## config.mk

```make
export PLATFORM = sky130hd
export DESIGN_NAME = global_sequencer
export DESIGN_NICKNAME = d
export VERILOG_FILES = /design/src/rtl/global_sequencer.sv
export SDC_FILE = /design/constraint.sdc
export NUM_CORES = 1
export LEC_CHECK = 0
export ABC_AREA = 1
export BUFFER_PORTS_ARGS = -buffer_cell sky130_fd_sc_hd__buf_2
export CAP_MARGIN = 15
export CORE_MARGIN = 2
export CORE_UTILIZATION = 55
export CTS_BUF_LIST = sky130_fd_sc_hd__clkbuf_2 sky130_fd_sc_hd__clkbuf_4 sky130_fd_sc_hd__clkbuf_8
export CTS_CLUSTER_SIZE = 24
export DETAILED_ROUTE_END_ITERATION = 10
export PLACE_DENSITY = 0.75
export SKIP_CTS_REPAIR_TIMING = 1
export SLEW_MARGIN = 20
export SYNTH_ARGS = -nofsm -noshare
export SYNTH_HDL_FRONTEND = slang
export SYNTH_SLANG_ARGS = --single-unit
```

## constraint.sdc

```tcl
create_clock -name clk -period 4.6 [get_ports clk]
set_input_delay 0.92 -clock clk [delete_from_list [all_inputs] [get_ports clk]]
set_output_delay 0.92 -clock clk [all_outputs]
set_load 0.005 [all_outputs]
```

## src/rtl/global_sequencer.sv

```systemverilog
// Global sequencer: fetches from program memory, broadcasts each instruction to the grid,
// resolves grid-wide branches and keeps a CALL/RET stack. Optional GLOBAL_SEQUENCER_STEP_EN adds single-step.
module global_sequencer #(
  parameter int PC_W        = 8,
  parameter int SP_W        = 4,
  parameter int INSTR_W     = 32,
  parameter int STACK_DEPTH = 16
)(
  input  logic               clk,
  input  logic               rst,
  input  logic               start,
`ifdef GLOBAL_SEQUENCER_STEP_EN
  input  logic               step,
  input  logic               run_mode,
`endif
  output logic [PC_W-1:0]    imem_addr,
  input  logic [INSTR_W-1:0] imem_rdata,
  output logic [INSTR_W-1:0] instruction,
  output logic [PC_W-1:0]    next_program_counter,
  output logic [SP_W-1:0]    next_stack_pointer,
  output logic               global_enable,
  input  logic               diverge_consensus,
  output logic               busy,
  output logic               halted,
  output logic               fault
);
  localparam logic [5:0] OP_JMP  = 6'h30;
  localparam logic [5:0] OP_BRC  = 6'h31;
  localparam logic [5:0] OP_CALL = 6'h32;
  localparam logic [5:0] OP_RET  = 6'h33;
  localparam logic [5:0] OP_HALT = 6'h3F;
  localparam logic [PC_W-1:0] PC_ONE  = 1;
  localparam logic [SP_W-1:0] SPI_ONE = 1;
  localparam logic [SP_W:0]   SP_ONE  = 1;
  // sp carries one extra bit so a completely full stack (sp==STACK_DEPTH) is representable
  localparam logic [SP_W:0]   SP_FULL = (SP_W+1)'(STACK_DEPTH);

  typedef enum logic [2:0] {S_IDLE, S_FETCH, S_LATCH, S_ISSUE, S_WAIT, S_RESOLVE, S_HALT} state_t;

  state_t          state;
  logic [PC_W-1:0] pc, pc_nxt, pc_inc, lat_pc, tgt;
  logic [SP_W:0]   sp, sp_nxt, lat_sp;
  logic [5:0]      op, op_q;
  logic [SP_W-1:0] ret_idx;
  logic            lat_fault, step_ok, push;
  logic [PC_W-1:0] stack [2**SP_W];

`ifdef GLOBAL_SEQUENCER_STEP_EN
  assign step_ok = run_mode | step;
`else
  assign step_ok = 1'b1;
`endif

  assign push = (state == S_ISSUE) && (op_q == OP_CALL);

  always_comb begin
    op        = imem_rdata[INSTR_W-1 -: 6];
    tgt       = imem_rdata[PC_W-1:0];
    pc_inc    = pc + PC_ONE;
    ret_idx   = sp[SP_W-1:0] - SPI_ONE;
    lat_pc    = pc_inc;
    lat_sp    = sp;
    lat_fault = 1'b0;
    case (op)
      OP_JMP, OP_BRC: lat_pc = tgt;
      OP_CALL: begin
        lat_pc    = tgt;
        lat_sp    = sp + SP_ONE;
        lat_fault = (sp == SP_FULL);
      end
      OP_RET: begin
        lat_pc    = stack[ret_idx];
        lat_sp    = sp - SP_ONE;
        lat_fault = (sp == '0);
      end
      default: ;
    endcase
  end

  always_ff @(posedge clk) begin
    if (push) stack[sp[SP_W-1:0]] <= pc_inc;
  end

  always_ff @(posedge clk or posedge rst) begin
    if (rst) begin
      state                <= S_IDLE;
      pc                   <= '0;
      sp                   <= '0;
      pc_nxt               <= '0;
      sp_nxt               <= '0;
      op_q                 <= '0;
      instruction          <= '0;
      next_program_counter <= '0;
      next_stack_pointer   <= '0;
      global_enable        <= 1'b0;
      imem_addr            <= '0;
      busy                 <= 1'b0;
      halted               <= 1'b0;
      fault                <= 1'b0;
    end else begin
      case (state)
        S_IDLE, S_HALT: if (start) begin
          pc        <= '0;
          sp        <= '0;
          fault     <= 1'b0;
          imem_addr <= '0;
          busy      <= 1'b1;
          halted    <= 1'b0;
          state     <= S_FETCH;
        end
        S_FETCH: if (step_ok) state <= S_LATCH;
        S_LATCH: begin
          op_q   <= op;
          pc_nxt <= lat_pc;
          sp_nxt <= lat_sp;
          if (lat_fault || op == OP_HALT) begin
            fault  <= fault | lat_fault;
            busy   <= 1'b0;
            halted <= 1'b1;
            state  <= S_HALT;
          end else begin
            instruction          <= imem_rdata;
            next_program_counter <= lat_pc;
            next_stack_pointer   <= lat_sp[SP_W-1:0];
            global_enable        <= 1'b1;
            state                <= S_ISSUE;
          end
        end
        S_ISSUE: begin
          global_enable <= 1'b0;
          if (op_q == OP_BRC) state <= S_WAIT;
          else begin
            pc        <= pc_nxt;
            sp        <= sp_nxt;
            imem_addr <= pc_nxt;
            state     <= S_FETCH;
          end
        end
        S_WAIT: state <= S_RESOLVE;
        S_RESOLVE: begin
          // pc_nxt holds the branch target; pc is still the BRC address
          pc        <= diverge_consensus ? pc_nxt : pc_inc;
          imem_addr <= diverge_consensus ? pc_nxt : pc_inc;
          state     <= S_FETCH;
        end
        default: state <= S_IDLE;
      endcase
    end
  end
endmodule

```

==> Word-level counts from Yosys, hierarchy flattened <==
Memory sizes are Yosys's and may differ from the RTL's.
Cells that the tools add are included.
{ "totals": {"ff_bits": 83, "mem_bits_rw": 128, "in_bits": 36, "output_inout_bits": 56, "elab_cells": 79, "n_memories": 1} }
{ "classes": {"n_addsub": 4, "eq_ne": 18, "muxes": 26, "n_bitwise": 2, "reduce_logical": 15} }
{ "mem_list": {"columns": ["name", "words", "word_bits", "rd", "rd_ports_with_merged_regs", "write_ports", "line_no", "source"], "rows": [
  ["stack", 16, 8, 1, 0, 1, "46", "logic [PC_W-1:0] stack [2**SP_W];"]
]} }
{ "ops": {"columns": ["cell", "count"], "rows": [
  ["6-bit equality test, second input constant", 7],
  ["8-bit two-way mux", 3],
  ["8-bit case mux with 3 select lines", 1],
  ["5-bit case mux with 2 select lines", 2],
  ["3-bit case mux with 6 select lines", 1],
  ["8-bit case mux with 2 select lines", 1],
  ["5-bit two-way mux", 2],
  ["1-bit case mux with 2 select lines", 5],
  ["3-bit equality test, second input constant", 3],
  ["3-bit two-way mux", 3],
  ["3-bit AND reduction", 3],
  ["8-bit by 1-bit adder with 8-bit output, second input constant", 1],
  ["1-bit two-way mux", 8],
  ["2-bit inequality test, second input constant", 4],
  ["3-bit by 2-bit equality test with 1-bit output, second input constant", 2],
  ["2-bit nonzero test", 3],
  ["5-bit by 1-bit adder with 5-bit output, second input constant", 1],
  ["5-bit equality test, second input constant", 1],
  ["5-bit logical NOT", 1],
  ["5-bit by 1-bit subtractor with 5-bit output, second input constant", 1],
  ["2-bit AND reduction", 2],
  ["4-bit by 1-bit subtractor with 4-bit output, second input constant", 1],
  ["3-bit by 1-bit equality test with 1-bit output, second input constant", 1],
  ["3-bit logical NOT", 1],
  ["other kinds (7)", 7]
]} }

==> Logic depth before layout (Yosys ltp) <==
{ "depth": {"word_depth": 5, "mapped_depth": 15, "mapped_depth_nobuf": 15} }

==> Worst setup path before layout <==
No wires, ideal clock.
{ "synth_path": {"kind": "flip-flop to flip-flop", "start": "register sp[0]", "end": "register pc_nxt[2]", "setup_time_ps": 117, "arrival_ps": 2185, "required_ps": 4483, "setup_slack_ps": 2298, "stages_incl_launch_ff": 15, "n_path_buf": 4, "period_less_slack_ps": 2302, "path_cell_list": "dfrtp_1 > inv_1 > buf_2 > buf_2 > ha_1 > clkbuf_1 > inv_1 > clkbuf_1 > nand3_1 > nand3_1 > nand3_1 > nand3_1 > nand3_1 > nand2_1 > nand2_1"} }
{ "synth_between": {"elab_chain_cells": 3} }
{ "synth_rtl": {"columns": ["element", "line_no", "source"], "rows": [
  ["from (decl)", "42", "logic [SP_W:0] sp, sp_nxt, lat_sp;"],
  ["from (signal assigned)", "134", "sp <= sp_nxt;"],
  ["4-bit by 1-bit subtractor with 4-bit output", "60", "ret_idx = sp[SP_W-1:0] - SPI_ONE;"],
  ["memory read 16 x 8 bit", null, null],
  ["8-bit case mux with 2 select lines", "64", "case (op)"],
  ["to (signal assigned)", "114", "pc_nxt <= lat_pc;"],
  ["to (decl)", "41", "logic [PC_W-1:0] pc, pc_nxt, pc_inc, lat_pc, tgt;"]
]} }
No other way between the ends.
A chain may end at the register's enable or synchronous reset.

==> Worst setup path in the final report <==
{ "layout_path": {"start": "register sp[1]", "end": "register pc_nxt[6]"} }
Same word-level chain as after synthesis.

==> results.txt <==
CTS tree -> done
CTS clock-pin slew for the worst setup and hold paths -> 60 ps
syn nets -> 986
Routed Antenna Nets -> 0
pwr dens -> 592 mW/mm^2
die height -> 134 um
CTS max path bufs -> 3
FF/Latch Area -> 0.00592 sq mm
average size of a mapped cell -> 9.82 sq um
Fillers -> 1325
unrepaired setup endpoints after global routing -> false
worst-path fanout max -> 33
routed wire length -> 22000 um
CTS sink count -> 211
total CTS buffers -> 35
slowest CP cell -> clkinv_1
Slew headroom -> 30.0%
DIE AREA -> 0.0179 sq mm
utilization of the core after routing -> 63.5%
fin cells -> 1281
routability congestion estimate -> 0.940
dpl hpwl -> 14300 um
vias in the first global route -> 6751
mapped cell area -> 0.00925 sq mm
row cnt -> 47
Core Box Area -> 0.0165 sq mm
Slew @ Worst Pin -> 1040 ps
status -> finished clean
clock root cell -> clkbuf_8
worst-path cell chain -> inv_1 -> ha_1 -> buf_4 -> clkinv_1 -> nand3_1 -> nand3_1 -> nand3_1 -> nand3_1 -> nand3_1 -> nand2_1 -> nand2_1
Skew-Pair Late Insertion Delay -> 520 ps
antenna cells -> 0
sequential area share after synthesis -> 64.0%
final setup fails -> 0
setup slack, reg-to-reg -> 1080 ps
fmax -> 284 MHz
Syn Inst Count -> 942
Setup Skew -> 23.6 ps
Synthesis Warnings -> 0
Netlist cell types -> 38
final setup TNS -> 0 ps
slowest cell delay on critical path -> 930 ps
first-pass GRT wire length -> 35000 um
DP Area -> 0.00983 sq mm
number of port buffers -> 91
GRT Total Usage -> 25.1%
area grow syn2layout -> 13.4%
io pins -> 92
Yosys reg bits -> 211
Placed Cells -> 1222
leakage -> 4.76 nW
critical path type -> reg -> reg
most used cell, CP -> nand3_1
Hold Vio Cnt, Final -> 0
Worst VDD drop -> 0.339 mV
Initial Util -> 56.0%
initial antenna violation count -> 0
Die Width -> 134 um
crit path DAT -> 3980 ps
Slew Limit Fails -> 0
max_cap viols -> 0
Layout Nets -> 1083
largest net degree at the start of global routing -> 70
CP startpoint kind -> flop
grt ovf -> 0
crit end category -> flop
Vias -> 6975
DRC -> 0
min Tclk post-route -> 3520 ps
Worst Path Required -> 5060 ps
multi-input logic area -> 0.00291 sq mm
drt wl/cell -> 17.2 um
Worst Slack Setup Final -> 1080 ps
Via-to-Cell Ratio -> 5.44
drt pass-1 iters -> 5
Final Cell Area -> 0.0105 sq mm
DR iter-0 viols -> 667
dpl ws -> 1420 ps
Final period util -> 76.5%
share of cells above drive strength 1 -> 16.8%
H-tree lvl count -> 2
Min-Delay Path Class -> reg -> reg
==> flip-flops by register name, indices dropped and copies added (netlist names) <==
| register | cells |
|---|---|
| next_program_counter | 8 |
| next_stack_pointer | 4 |
| sp | 5 |
| sp_nxt | 5 |
| instruction | 32 |
| pc_nxt | 8 |
| state | 3 |
| stack | 128 |
| op_q | 6 |
| halted | 1 |
| global_enable | 1 |
| fault | 1 |
| busy | 1 |
| pc | 8 |
==> per-stage QoR <==
| stage | total power (W) | hold slack [ps] |
|---|---|---|
| global placement | 0.00458 | 456 |
| global route | 0.00658 | 496 |
| finish | 0.00622 | 475 |
| floorplan | 0.00396 | 449 |
| CTS | 0.00624 | 476 |
| detailed placement | 0.00465 | 459 |
==> synthesized netlist by cell type (all sizes together) <==
library cell,number,area (sq um)
a211oi,1,7.51
a21boi,2,15.0
a21oi,9,45.0
a22oi,1,7.51
a2bb2oi,1,8.76
a31oi,1,6.26
a32oi,1,8.76
buf,26,180
clkbuf,12,45.0
clkinv,1,3.75
dfrtp,83,2080
edfxtp,128,3840
fa,1,20.0
ha,7,87.6
inv,55,206
nand2,366,1380
nand2b,1,6.26
nand3,156,801
nand4,6,37.5
nor2,40,179
nor4,1,6.26
o211ai,1,7.51
o21ai,32,160
o31ai,3,22.5
xnor2,2,25.0
xor2,5,62.6
==> routing by layer <==
metal | share of wire (%) | GRT usage [%] | up-vias
met5 | 0 | 0 | -
met4 | 2.1 | 7.57 | 0
met3 | 7.9 | 5.06 | 39
met2 | 47 | 38.7 | 276
met1 | 43 | 36.6 | 3337
li1 | - | - | 3323
==> worst paths after layout <==
kind / end / depth (start not counted) / from
worst max register to register: pc_nxt[6] / 11 / sp[1]
worst max-delay path: pc_nxt[6] / 11 / sp[1]
worst min register to register: halted / 2 / halted
min in group asynchronous: instruction[11] / 2 / rst
worst min-delay path: halted / 2 / halted
max in group asynchronous: sp[0] / 3 / rst
==> layout by cell type (no fill, tap or decap), types with 2 or more instances in the layout <==
cell type and count:
nand2_1 363, clkinv_1 4, edfxtp_1 128, inv_2 6, nor2_2 2, clkinv_2 3, ha_1 7, nand3_1 152
nor2_1 36, nand2_2 3, o21ai_0 29, inv_1 47, nand4_1 6, xor2_1 2, a21boi_0 2, xor2_2 2
buf_4 7, o21ai_1 3, o31ai_1 3, clkbuf_8 38, nand3_2 4, clkbuf_4 17, dfrtp_1 82, buf_2 91
a21oi_1 9
==> kinds of logic after synthesis <==
logic type      count (synthesis)  synth area share [%]
compound gates                 52                  3.12
xor+xnor                        7                 0.947
fa+ha+maj                       8                  1.16
buf+inv                        94                  4.71
flops                         211                  64.0
simple gates                  570                  26.1
==> power breakdown <==
group / switching (W) / leakage, nW / internal [W]
Clock: 0.000700 / 0.362 / 0.000891
Sequential: 0.000207 / 2.23 / 0.00247
Combinational: 0.00135 / 2.17 / 0.000596
==> worst max-delay path, delay by kind of cell, from the launching register on <==
family,cells,cell delay [ps]
adder cells (fa/ha/maj),1,310
AND/OR/NAND/NOR,7,1220
flip-flops,1,450
buffers and inverters,3,1470
==> layout make-up <==
type / instances / area share, %
Multi-Input combinational cell: 637 / 27.7
Sequential cell: 211 / 56.4
Clock inverter: 4 / 0.167
Clock buffer: 55 / 6.20
Timing Repair Buffer: 98 / 4.84
Inverter: 56 / 2.01
Tap cell: 220 / 2.62
(Power assumes the default switching activity.)
